**src/rtl/control_sequencer_pkg.sv**
```systemverilog
// Shared encodings for the control sequencer:
// opcodes, FSM states, register/bus indices, ALU ops.
package control_sequencer_pkg;

  localparam logic [5:0] OP_NOP   = 6'd0;
  localparam logic [5:0] OP_LDAC  = 6'd1;
  localparam logic [5:0] OP_STAC  = 6'd2;
  localparam logic [5:0] OP_MVACR = 6'd3;
  localparam logic [5:0] OP_ADD   = 6'd4;
  localparam logic [5:0] OP_SUB   = 6'd5;
  localparam logic [5:0] OP_INAC  = 6'd6;
  localparam logic [5:0] OP_JUMP  = 6'd7;
  localparam logic [5:0] OP_JMPZ  = 6'd8;
  localparam logic [5:0] OP_HALT  = 6'd63;

  typedef enum logic [3:0] {
    S_FETCH0,
    S_FETCH1,
    S_FETCH2,
    S_FETCH3,
    S_DECODE,
    S_EXEC0,
    S_EXEC1,
    S_EXEC2,
    S_MEMRD,
    S_MEMWR,
    S_HALT
  } state_t;

  localparam logic [2:0] REG_AR = 3'd0;
  localparam logic [2:0] REG_PC = 3'd1;
  localparam logic [2:0] REG_AC = 3'd2;
  localparam logic [2:0] REG_R3 = 3'd3;

  // C-bus sources: register indices first, then DR and ALU result
  localparam logic [2:0] BUS_AR  = 3'd0;
  localparam logic [2:0] BUS_PC  = 3'd1;
  localparam logic [2:0] BUS_AC  = 3'd2;
  localparam logic [2:0] BUS_R3  = 3'd3;
  localparam logic [2:0] BUS_DR  = 3'd4;
  localparam logic [2:0] BUS_ALU = 3'd5;

  localparam logic [2:0] ALU_PASS = 3'd0;
  localparam logic [2:0] ALU_ADD  = 3'd1;
  localparam logic [2:0] ALU_SUB  = 3'd2;
  localparam logic [2:0] ALU_AND  = 3'd3;
  localparam logic [2:0] ALU_OR   = 3'd4;

  typedef struct packed {
    logic       ldir;
    logic       dr_read;
    logic       dr_we;
    logic       wr;
    logic [2:0] widx;
    logic       pc_inc;
    logic       ac_inc;
    logic [2:0] bus_sel;
    logic [2:0] alu_op;
    logic       mem_rd;
    logic       mem_wr;
    logic       halted;
    logic       fault;
  } ctrl_t;

endpackage

```
**src/rtl/control_sequencer_mem_wait_timer.sv**
```systemverilog
// Counts consecutive RAM wait cycles; flags the
// last allowed one. MEM_TO = 0 never expires.
module mem_wait_timer #(
  parameter int MEM_TO = 15
) (
  input  logic clk,
  input  logic rst_n,
  input  logic clear,
  input  logic enable,
  output logic expired
);

  localparam int CW = (MEM_TO > 1) ? $clog2(MEM_TO) : 1;
  localparam logic [CW-1:0] LAST =
    CW'((MEM_TO > 0) ? MEM_TO - 1 : 0);

  logic [CW-1:0] count;

  always_ff @(posedge clk or negedge rst_n) begin
    if (!rst_n) begin
      count <= '0;
    end else if (clear) begin
      count <= '0;
    end else if (enable) begin
      count <= count + CW'(1);
    end
  end

  assign expired = (MEM_TO != 0) && enable &&
                   (count == LAST);

endmodule

```
**src/rtl/control_sequencer.sv**
```systemverilog
// Fetch/decode/execute sequencer; emits one
// registered control word per clock.
module control_sequencer
  import control_sequencer_pkg::*;
#(
  parameter int OPW    = 6,
  parameter int NREG   = 8,
  parameter int MEM_TO = 15
) (
  input  logic            clk,
  input  logic            rst_n,
  input  logic [OPW-1:0]  ir_opcode,
  input  logic            z_flag,
  input  logic            mem_ready,
  output logic            ldir,
  output logic            dr_read,
  output logic            dr_we,
  output logic [NREG-1:0] reg_we,
  output logic            pc_inc,
  output logic            ac_inc,
  output logic [2:0]      bus_sel,
  output logic [2:0]      alu_op,
  output logic            mem_rd,
  output logic            mem_wr,
  output logic            halted,
  output logic            fault
);

  state_t     state;
  state_t     nxt;
  logic       primed;
  ctrl_t      cw;
  ctrl_t      cw_q;
  logic       waiting;
  logic       tmr_en;
  logic       tmr_exp;
  logic [5:0] op;

  assign op      = 6'(ir_opcode);
  assign waiting = (state == S_FETCH1) ||
                   (state == S_MEMRD) ||
                   (state == S_MEMWR);
  assign tmr_en  = waiting && !mem_ready;

  mem_wait_timer #(
    .MEM_TO (MEM_TO)
  ) u_timer (
    .clk     (clk),
    .rst_n   (rst_n),
    .clear   (!tmr_en),
    .enable  (tmr_en),
    .expired (tmr_exp)
  );

  always_ff @(posedge clk or negedge rst_n) begin
    if (!rst_n) begin
      state  <= S_FETCH0;
      primed <= 1'b0;
      cw_q   <= '0;
    end else begin
      state  <= nxt;
      primed <= 1'b1;
      cw_q   <= cw;
    end
  end

  // First edge after reset re-enters FETCH0 so its
  // strobes (held at 0 during reset) are issued.
  always_comb begin
    nxt = state;
    if (!primed) begin
      nxt = S_FETCH0;
    end else begin
      unique case (state)
        S_FETCH0: nxt = S_FETCH1;
        S_FETCH1: begin
          if (mem_ready)    nxt = S_FETCH2;
          else if (tmr_exp) nxt = S_HALT;
        end
        S_FETCH2: nxt = S_FETCH3;
        S_FETCH3: nxt = S_DECODE;
        S_DECODE: begin
          nxt = (op == OP_HALT) ? S_HALT : S_EXEC0;
        end
        S_EXEC0: begin
          case (op)
            OP_LDAC: nxt = S_MEMRD;
            OP_STAC: nxt = S_MEMWR;
            OP_JMPZ: nxt = z_flag ? S_EXEC1 : S_FETCH0;
            default: nxt = S_FETCH0;
          endcase
        end
        S_MEMRD: begin
          if (mem_ready)    nxt = S_EXEC1;
          else if (tmr_exp) nxt = S_HALT;
        end
        S_MEMWR: begin
          if (mem_ready)    nxt = S_FETCH0;
          else if (tmr_exp) nxt = S_HALT;
        end
        S_EXEC1: begin
          nxt = (op == OP_LDAC) ? S_EXEC2 : S_FETCH0;
        end
        S_EXEC2: nxt = S_FETCH0;
        S_HALT:  nxt = S_HALT;
        default: nxt = S_FETCH0;
      endcase
    end
  end

  always_comb begin
    cw       = '0;
    cw.fault = cw_q.fault | tmr_exp;
    unique case (nxt)
      S_FETCH0: begin
        cw.wr      = 1'b1;
        cw.widx    = REG_AR;
        cw.bus_sel = BUS_PC;
      end
      S_FETCH1: cw.mem_rd = 1'b1;
      S_FETCH2: begin
        cw.dr_read = 1'b1;
        cw.dr_we   = 1'b1;
        cw.pc_inc  = 1'b1;
      end
      S_FETCH3: cw.ldir = 1'b1;
      S_DECODE: cw.ldir = 1'b0;
      S_EXEC0: begin
        case (op)
          OP_LDAC: begin
            cw.wr      = 1'b1;
            cw.widx    = REG_AR;
            cw.bus_sel = BUS_PC;
          end
          OP_STAC: begin
            cw.dr_we   = 1'b1;
            cw.bus_sel = BUS_AC;
          end
          OP_MVACR: begin
            cw.wr      = 1'b1;
            cw.widx    = REG_R3;
            cw.bus_sel = BUS_AC;
          end
          OP_ADD, OP_SUB: begin
            cw.wr      = 1'b1;
            cw.widx    = REG_AC;
            cw.bus_sel = BUS_ALU;
            cw.alu_op  = (op == OP_ADD) ? ALU_ADD
                                        : ALU_SUB;
          end
          OP_INAC: cw.ac_inc = 1'b1;
          OP_JUMP: begin
            cw.wr      = 1'b1;
            cw.widx    = REG_PC;
            cw.bus_sel = BUS_DR;
          end
          default: cw.alu_op = ALU_PASS;
        endcase
      end
      S_MEMRD: cw.mem_rd = 1'b1;
      S_MEMWR: cw.mem_wr = 1'b1;
      S_EXEC1: begin
        if (op == OP_LDAC) begin
          cw.dr_read = 1'b1;
          cw.dr_we   = 1'b1;
          cw.pc_inc  = 1'b1;
        end else begin
          cw.wr      = 1'b1;
          cw.widx    = REG_PC;
          cw.bus_sel = BUS_DR;
        end
      end
      S_EXEC2: begin
        cw.wr      = 1'b1;
        cw.widx    = REG_AC;
        cw.bus_sel = BUS_DR;
      end
      S_HALT:  cw.halted = 1'b1;
      default: cw.halted = 1'b0;
    endcase
  end

  assign ldir    = cw_q.ldir;
  assign dr_read = cw_q.dr_read;
  assign dr_we   = cw_q.dr_we;
  assign reg_we  = cw_q.wr ? (NREG'(1) << cw_q.widx)
                           : '0;
  assign pc_inc  = cw_q.pc_inc;
  assign ac_inc  = cw_q.ac_inc;
  assign bus_sel = cw_q.bus_sel;
  assign alu_op  = cw_q.alu_op;
  assign mem_rd  = cw_q.mem_rd;
  assign mem_wr  = cw_q.mem_wr;
  assign halted  = cw_q.halted;
  assign fault   = cw_q.fault;

endmodule

```
**config.mk**
```make
export PLATFORM = sky130hd
export DESIGN_NAME = control_sequencer
export DESIGN_NICKNAME = d
export VERILOG_FILES = /design/src/rtl/control_sequencer_pkg.sv /design/src/rtl/control_sequencer_mem_wait_timer.sv /design/src/rtl/control_sequencer.sv
export SDC_FILE = /design/constraint.sdc
export NUM_CORES = 1
export LEC_CHECK = 0
export BUFFER_PORTS_ARGS = -buffer_cell sky130_fd_sc_hd__buf_2
export CAP_MARGIN = 20
export CORE_ASPECT_RATIO = 1.25
export CORE_MARGIN = 2
export CORE_UTILIZATION = 40
export DETAILED_ROUTE_END_ITERATION = 8
export GPL_ROUTABILITY_DRIVEN = 0
export SYNTH_ARGS = -nofsm -noshare
export SYNTH_HDL_FRONTEND = slang
export SYNTH_HIERARCHICAL = 1
export SYNTH_SLANG_ARGS = --single-unit
```
**constraint.sdc**
```tcl
create_clock -name clk -period 7.7 [get_ports clk]
set_input_delay 0.385 -clock clk [delete_from_list [all_inputs] [get_ports clk]]
set_output_delay 0.385 -clock clk [all_outputs]
set_load 0.1 [all_outputs]
```
Yosys cells after proc, flatten, opt, wreduce, memory -nomap -nowiden. Cells that the tools add are included.

Output and inout port bits: 23. Bits in registers: 28. Word-level logic and storage cells: 90.

Equality and inequality tests: 28. Mux-type cells: 33. Add/subtract/negate cells: 1. Reduce and logical (&&, ||, !) cells: 10. Bitwise logic cells: 1. Shift-type cells: 1.

Operators by type and width (number): 4-bit one-hot mux with 10 select lines (1); 4-bit two-way mux (8); 4-bit one-hot mux with 4 select lines (2); 4-bit equality test (second input constant) (7); 4-bit by 3-bit equality test with 1-bit output (second input constant) (6); 6-bit by 3-bit equality test with 1-bit output (second input constant) (4); 3-bit one-hot mux with 4 select lines (2); 4-bit by 2-bit equality test with 1-bit output (second input constant) (4); 6-bit by 2-bit equality test with 1-bit output (second input constant) (2); 4-bit one-hot mux with 3 select lines (1); 3-bit two-way mux (3); 4-bit by 1-bit equality test with 1-bit output (second input constant) (2); 4-bit logical NOT (2); 1-bit two-way mux (8); 2-bit two-way mux (4); 8-bit two-way mux (1); 1-bit by 3-bit left shift with 8-bit output (first input constant) (1); 6-bit by 1-bit equality test with 1-bit output (second input constant) (1); 6-bit by 4-bit equality test with 1-bit output (second input constant) (1); 6-bit equality test (second input constant) (1); 2-bit OR reduction (3); 4-bit by 1-bit adder with 4-bit output (second input constant) (1); 1-bit one-hot mux with 2 select lines (2); 1-bit one-hot mux with 3 select lines (1); 4 further kinds (6).

Longest topological paths before layout. Gate-level depths: netlist of the first run.

Depth in word-level cells: 12. Depth in mapped cells: 11. Gate-level depth less buffers: 10.

Modules after synthesis. The synthesis of the first run kept the hierarchy.

Modules (own cells, without submodules): control_sequencer (seq. area each 525.5 µm², times used 1, area an instance 1248.7 µm², cells an instance 136); mem_wait_timer (seq. area each 100.1 µm², times used 1, area an instance 222.7 µm², cells an instance 20).

Least setup slack after synthesis of the first run. No wires, ideal clock.

Kind: register to output. Start: register cw_q[13] (netlist bit). End: output reg_we[0]. Stages on the path, launching flop included: 2. Arrival: 2.598 ns. Path slack: 4.717 ns. Buffers on the path: 0. Path through: dfrtp_1 nor3b_1.

Cells in the longest elaborated chain, start to end: 2.

RTL lines: start: declaration (RTL line control_sequencer.sv:33) `ctrl_t cw_q;`; start signal: assignment (RTL line control_sequencer.sv:63) `cw_q <= cw;`; 1-bit by 3-bit left shift with 8-bit output (RTL line control_sequencer.sv:186) `assign reg_we = cw_q.wr ? (NREG'(1) << cw_q.widx)`; 8-bit two-way mux (RTL line control_sequencer.sv:186); end: declaration (RTL line control_sequencer.sv:18) `output logic [NREG-1:0] reg_we,`.

No other way between the ends.

==> flow_metrics.py, run 1 <==
metrics = {
    "route": {
        "first_pass_iters": 4,
        "vias_per_cell": 5.458,
        "ant_nets": 0,
        "routedWlPerCell_um": 13.61,
        "wl_um": 2886,
        "drc": 0,
        "drt_iter0_markers": 36,
        "num_vias": 1157,
    },
    "critical_path": {
        "worst_path_dominant_cell_family": "simple AND/OR/NAND/NOR gates",
        "cpPeakStageDelay_ns": 0.70,
        "crit_path_frequent_cell": "nor2_1",
        "worstPathArrival_ns": 3.31,
        "path_cells": "or4_1 > inv_1 > and4_1 > nor4b_1 > nor2_1 > nor2_1 > nor3_1 > nor2_1 > o311ai_0",
        "crit_path_max_fanout": 14,
        "crit_required_ns": 7.86,
        "end_kind": "flip-flop",
        "worst_setup_path_start_kind": "flip-flop",
        "path_buf_inv": 1,
        "crit_slowest_cell": "or4_1",
        "worst-setup-path-type": "reg -> reg",
    },
    "yosys": {
        "yosysWarnings": 6,
        "ys_async_sr_fraction": 1.000,
        "synthTopCellsByArea": "dfrtp_1 (43%), buf_4 (5.6%), nor2_1 (3.8%)",
        "synth_top_cell_by_area": "dfrtp_1",
        "ys_types": 47,
        "syn_area_per_cell_um2": 9.432,
        "syn_area_um2": 1471,
        "synth_seq_cells": 25,
        "synth_edf_count": 0,
        "yosysSeqAreaShare": 0.4252,
        "synth_cells": 156,
        "synth_top_area_share": 0.4252,
        "synth_ff_type": "dfrtp_1",
    },
    "cts": {
        "numCtsBuffers": 3,
        "cts_root_buf": "clkbuf_8",
        "path_clk_slew_ns": 0.09,
        "cts.sinks": 25,
        "clock_latency_ns": 0.27,
        "clk_path_buf_depth": 2,
        "cts_tree": "yes",
        "postCtsSetupRepairBufs": 0,
        "hold_buffers": 0,
        "ctsResizeCount": 0,
        "htreeDepth": 1,
    },
    "pwr": {
        "swShare": 0.3565,
        "power.density_nw_per_um2": 181.1,
        "power_frac_comb": 0.246,
        "internal_power_uw": 186.8,
        "peakVddDrop_mv": 0.09153,
        "pwr-share-clk": 0.270,
        "leakagePower_uw": 0.0007782,
        "switchingPower_uw": 103.5,
        "total_power_uw": 290.3,
        "seq_power_share": 0.484,
    },
    "die": {
        "initial_core_util": 0.4188,
        "die_h_um": 71.81,
        "core_area_um2": 3513,
        "rows": 24,
        "ios": 33,
        "die_w_um": 58.25,
        "die_area_um2": 4183,
    },
    "timing": {
        "max_freq_mhz": 317.4,
        "fin_worst_skew_ns": 0.008061,
        "slew_headroom": 0.5331,
        "holdWs_ns": 0.08428,
        "period_share": 0.4092,
        "period_needed_ns": 3.151,
        "setup_viol": 0,
        "hold_viol": 0,
        "rsz0062_at_grt": "false",
        "finalMaxSlewViolations": 0,
        "tns_ns": 0,
        "worstMarginPinSlew_ns": 0.6930,
    },
    "cells_and_area": {
        "area.growth.synth_to_final_pct": 8.929,
        "nFillCells": 355,
        "layout.cells.non_filler": 212,
        "n_antenna_cell": 0,
        "nNetsFinal": 186,
        "drive_gt1_frac": 0.2370,
    },
    "grt": {
        "grtUsageTotal": 0.1495,
        "grt_max_degree": 26,
        "antenna_found_initial": 0,
        "grt-ovfl-total": 0,
        "grt_pass1_vias": 1062,
        "grt_pass1_wl_um": 4912,
    },
    "placed_design": {
        "port_buffers": 27,
        "dpl.cell_count": 208,
        "dp_hpwl_um": 2186,
    },
    "hold_path": {
        "hp-class": "in -> async",
    },
    "outcome": {
        "outcome": "finished clean",
    },
    "job": {
        "maxCapViolCount": 0,
    },
}
[cell families (layout without fill, tap and decap cells)]
kind of cell / after synthesis / count (layout) / synth area share
and+or+nand+nor: 69 / 69 / 0.2798
AOI/OAI and AO/OA: 29 / 29 / 0.1514
buffers and inverters: 26 / 39 / 0.09949
DFF: 25 / 25 / 0.4252
adders and majority gates: 2 / 2 / 0.01700
other: 2 / 6 / 0.005104
xor gates and xnor gates: 2 / 2 / 0.01191
muxes: 1 / 1 / 0.01020
[layout by cell type, fill, tap and decap left out, drive strengths merged, types with 2 or more instances in the layout]
cell and instances:
buf 27, dfrtp 25, nor2 16, inv 8
nor3 8, nand2 6, nand3 6, conb 6
o21ai 5, a21oi 5, nand4 4, o21bai 4
or3 4, nand2b 3, nor4b 3, nor3b 3
clkbuf 3, and3 2, o21a 2, o31a 2
o2111ai 2, nor4 2, and3b 2, nand3b 2
and4 2, nor2b 2, ha 2
[cell usage after synthesis, drive strengths merged, types with 2 or more instances]
| cell type | count |
|---|---|
| a21oi | 5 |
| and3 | 2 |
| and3b | 2 |
| and4 | 2 |
| buf | 17 |
| conb | 2 |
| dfrtp | 25 |
| ha | 2 |
| inv | 8 |
| nand2 | 6 |
| nand2b | 3 |
| nand3 | 6 |
| nand3b | 2 |
| nand4 | 4 |
| nor2 | 16 |
| nor2b | 2 |
| nor3 | 8 |
| nor3b | 3 |
| nor4 | 2 |
| nor4b | 3 |
| o2111ai | 2 |
| o21a | 2 |
| o21ai | 5 |
| o21bai | 4 |
| o31a | 2 |
| or3 | 4 |
[flip-flops by register name, summed over array words and instances (netlist names)]
name           cells
u_timer/count      4
halted             1
ac_inc             1
cw_q               3
mem_rd             1
bus_sel            3
dr_we              1
fault              1
primed             1
alu_op             2
mem_wr             1
ldir               1
dr_read            1
state              4
[metal layers]
layer | share of wire | global-route usage
met2 | 0.47 | 0.2361
met3 | 0.067 | 0.02888
met1 | 0.45 | 0.2090
met4 | 0.010 | 0.04134
met5 | 0 | 0
[worst paths after layout]
| check | from | endpoint | slack, ns | cells past startpoint |
|---|---|---|---|---|
| worst max-delay path | state[1] | cw_q[15] | 4.55 | 9 |
| worst min-delay path | rst_n | mem_wr | 0.08 | 1 |
| worst max register to register | state[1] | cw_q[15] | 4.55 | 9 |
| worst min register to register | fault | fault | 0.48 | 1 |
| max in group asynchronous | rst_n | mem_rd | 7.26 | 1 |
| min in group clk | ir_opcode[0] | alu_op[0] | 0.40 | 2 |
[power groups by stage]
stage	registers [uW]	clock network, uW	logic [uW]
2_1_floorplan	151	0	54.4
4_1_cts	141	81.2	71.8
6_report	141	78.3	71.4
5_1_grt	142	87.0	76.5
3_3_place_gp	143	0	71.3
3_5_place_dp	143	0	71.4
[cell type report]
type | instances | area [um2] | area share
sequential | 25 | 625.6 | 0.3903
inverter | 8 | 30.03 | 0.01874
clock buffer | 3 | 41.29 | 0.02576
tap | 39 | 48.80 | 0.03044
clock inverter | 1 | 7.507 | 0.004684
multi-input combinational | 109 | 714.4 | 0.4457
timing repair buffer | 27 | 135.1 | 0.08431
[metrics by stage]
step                      utilization  setup slack [ns]  cell area (um2)
after detailed placement       0.4423             4.574             1554
after global placement         0.4423             4.725             1554
after floorplan                     -             4.717             1486
after global routing           0.4562             4.181             1603
after CTS                      0.4562             4.538             1603
final                          0.4562             4.549             1603
Power figures use the tool's default switching activity.
==> run 2, diff against run 1 <==
==> constraint.sdc (replaced) <==
create_clock -name clk -period 3.1 [get_ports clk]
set_input_delay 0.155 -clock clk [delete_from_list [all_inputs] [get_ports clk]]
set_output_delay 0.155 -clock clk [all_outputs]
set_load 0.1 [all_outputs]
==> run 2 against run 1 <==
Effect of this change:
- sequential cell count did not move
- largest cell class unchanged
- maximum frequency is 9.4% higher
- routed wire length grew 10%
- die area is the same
- clock power rose to 2.5 times the previous value
==> flow_metrics.py, run 2 (synthesis results as in run 1) <==
metrics = {
    "die": {
        "ios": 33,
        "die_h_um": 71.81,
        "initial_core_util": 0.4188,
        "rows": 24,
        "die_area_um2": 4183,
        "die_w_um": 58.25,
        "core_area_um2": 3513,
    },
    "cells_and_area": {
        "design_area_um2": 1638,
        "final_cell_mix": "buf_2 (27), dfrtp_1 (25), nor2_1 (14)",
        "final_common_cell": "buf_2",
        "nFillCells": 336,
        "nNetsFinal": 190,
        "regArea_um2": 625.6,
        "drive_gt1_frac": 0.2542,
        "n_antenna_cell": 0,
        "multi_input_area_um2": 716.9,
        "area.growth.synth_to_final_pct": 11.31,
        "top_regs": "state x4, u_timer/count x4",
    },
    "route": {
        "vias_per_cell": 5.593,
        "num_vias": 1208,
        "first_pass_iters": 4,
        "routedWlPerCell_um": 14.75,
        "drc": 0,
        "ant_nets": 0,
        "drt_iter0_markers": 49,
        "wl_um": 3187,
    },
    "pwr": {
        "leakagePower_uw": 0.0007975,
        "seq_power_share": 0.466,
        "switchingPower_uw": 266.2,
        "power.density_nw_per_um2": 449.5,
        "pwr-share-clk": 0.271,
        "internal_power_uw": 470.0,
        "swShare": 0.3616,
        "peakVddDrop_mv": 0.2798,
        "power_frac_comb": 0.263,
    },
    "grt": {
        "grt_max_degree": 26,
        "grt-ovfl-total": 0,
        "antenna_found_initial": 0,
        "grtUsageTotal": 0.1667,
        "grt_pass1_wl_um": 5451,
        "grt_pass1_vias": 1205,
    },
    "critical_path": {
        "crit_required_ns": 3.25,
        "path_buf_inv": 1,
        "worst_path_dominant_cell_family": "simple AND/OR/NAND/NOR gates",
        "end_kind": "flip-flop",
        "worstPathArrival_ns": 3.03,
        "path_cells": "or4_1 > inv_1 > and4_1 > a21oi_1 > o31a_1 > o221ai_1 > nand2_1 > o2111ai_1 > o31ai_1",
        "cpPeakStageDelay_ns": 0.65,
        "cp-startpoint": "state[2]",
        "crit_slowest_cell": "or4_1",
        "worst_setup_path_start_kind": "flip-flop",
        "crit_path_max_fanout": 11,
        "r2r_start": "state[2]",
        "worst-setup-path-type": "reg -> reg",
    },
    "outcome": {
        "outcome": "finished clean",
    },
    "timing": {
        "period_needed_ns": 2.880,
        "holdWs_ns": 0.2032,
        "final.setup.worst_slack_ns": 0.2195,
        "slew_headroom": 0.4802,
        "fin_worst_skew_ns": 0.001903,
        "finalMaxSlewViolations": 0,
        "hold_viol": 0,
        "worstMarginPinSlew_ns": 0.7716,
        "setup_viol": 0,
        "rsz0062_at_grt": "false",
        "period_share": 0.9292,
        "max_freq_mhz": 347.2,
        "tns_ns": 0,
    },
    "job": {
        "maxCapViolCount": 0,
    },
    "cts": {
        "clock_latency_ns": 0.27,
        "cts_tree": "yes",
        "cts.sinks": 25,
        "numCtsBuffers": 3,
        "path_clk_slew_ns": 0.09,
        "clk_path_buf_depth": 2,
        "cts_root_buf": "clkbuf_8",
        "htreeDepth": 1,
    },
    "placed_design": {
        "dpl_worst_slack_ns": 0.1903,
        "placed_area_um2": 1577,
        "dp_hpwl_um": 2425,
        "port_buffers": 27,
    },
    "hold_path": {
        "hold_path_startpoint": "ir_opcode[0]",
        "hp-class": "in -> reg",
    },
}
[run 2: cell types whose count changed in the layout (fill, tap and decap cells not counted)]
cell / previous run / this run
buf_4: 0 / 3
dlygate4sd3_1: 0 / 1
nor2_1: 15 / 14
nor2_2: 1 / 2
[run 2: power groups by stage]
stage	combinational, uW	clock (uW)	sequential [uW]
6_report	194	199	343
5_1_grt	207	218	345
4_1_cts	194	206	343
3_5_place_dp	192	0	350
3_3_place_gp	191	0	349
2_1_floorplan	135	0	374
[run 2: what timing repair did]
| item | 4_1_cts | 5_1_grt |
|---|---|---|
| hold buffers | 1 | 0 |
| buffers inserted | 0 | 0 |
| endpoints found under the setup margin | 0 | 1 |
| gates resized for setup | 0 | 1 |
| endpoints found under the hold margin | 25 | 0 |
[run 2: path summary, 6_finish.rpt]
kind	endpoint	slack, ns	cells past startpoint
max in group asynchronous	dr_we	2.35	2
worst min-delay path	alu_op[0]	0.20	2
min in group asynchronous	fault	0.39	2
worst min register to register	fault	0.47	1
worst max register to register	dr_we	0.22	9
worst max-delay path	dr_we	0.22	9
[run 2: final cells by class]
cell class / instances / share of cell area
clock buffer: 3 / 0.02521
clock inverter: 1 / 0.004584
inverter: 8 / 0.01833
multi-input combinational: 109 / 0.4377
sequential: 25 / 0.3820
tap: 39 / 0.02979
timing repair buffer: 31 / 0.1024
[run 2: layer usage]
| metal | wire, um | track usage | vias to the layer above |
|---|---|---|---|
| met2 | 1551 | 0.2689 | 41 |
| met4 | 53 | 0.07235 | 0 |
| li1 | - | - | 579 |
| met1 | 1407 | 0.2171 | 582 |
| met5 | 0 | 0 | - |
| met3 | 175 | 0.03069 | 6 |
[run 2: stage by stage]
step | util | cells | power [uW]
6_report | 0.4662 | 216 | 736.2
5_1_grt | 0.4662 | 216 | 769.4
4_1_cts | 0.4655 | 216 | 742.5
3_3_place_gp | 0.4487 | 211 | 540.8
3_5_place_dp | 0.4487 | 211 | 542.1
2_1_floorplan | - | 160 | 509.0
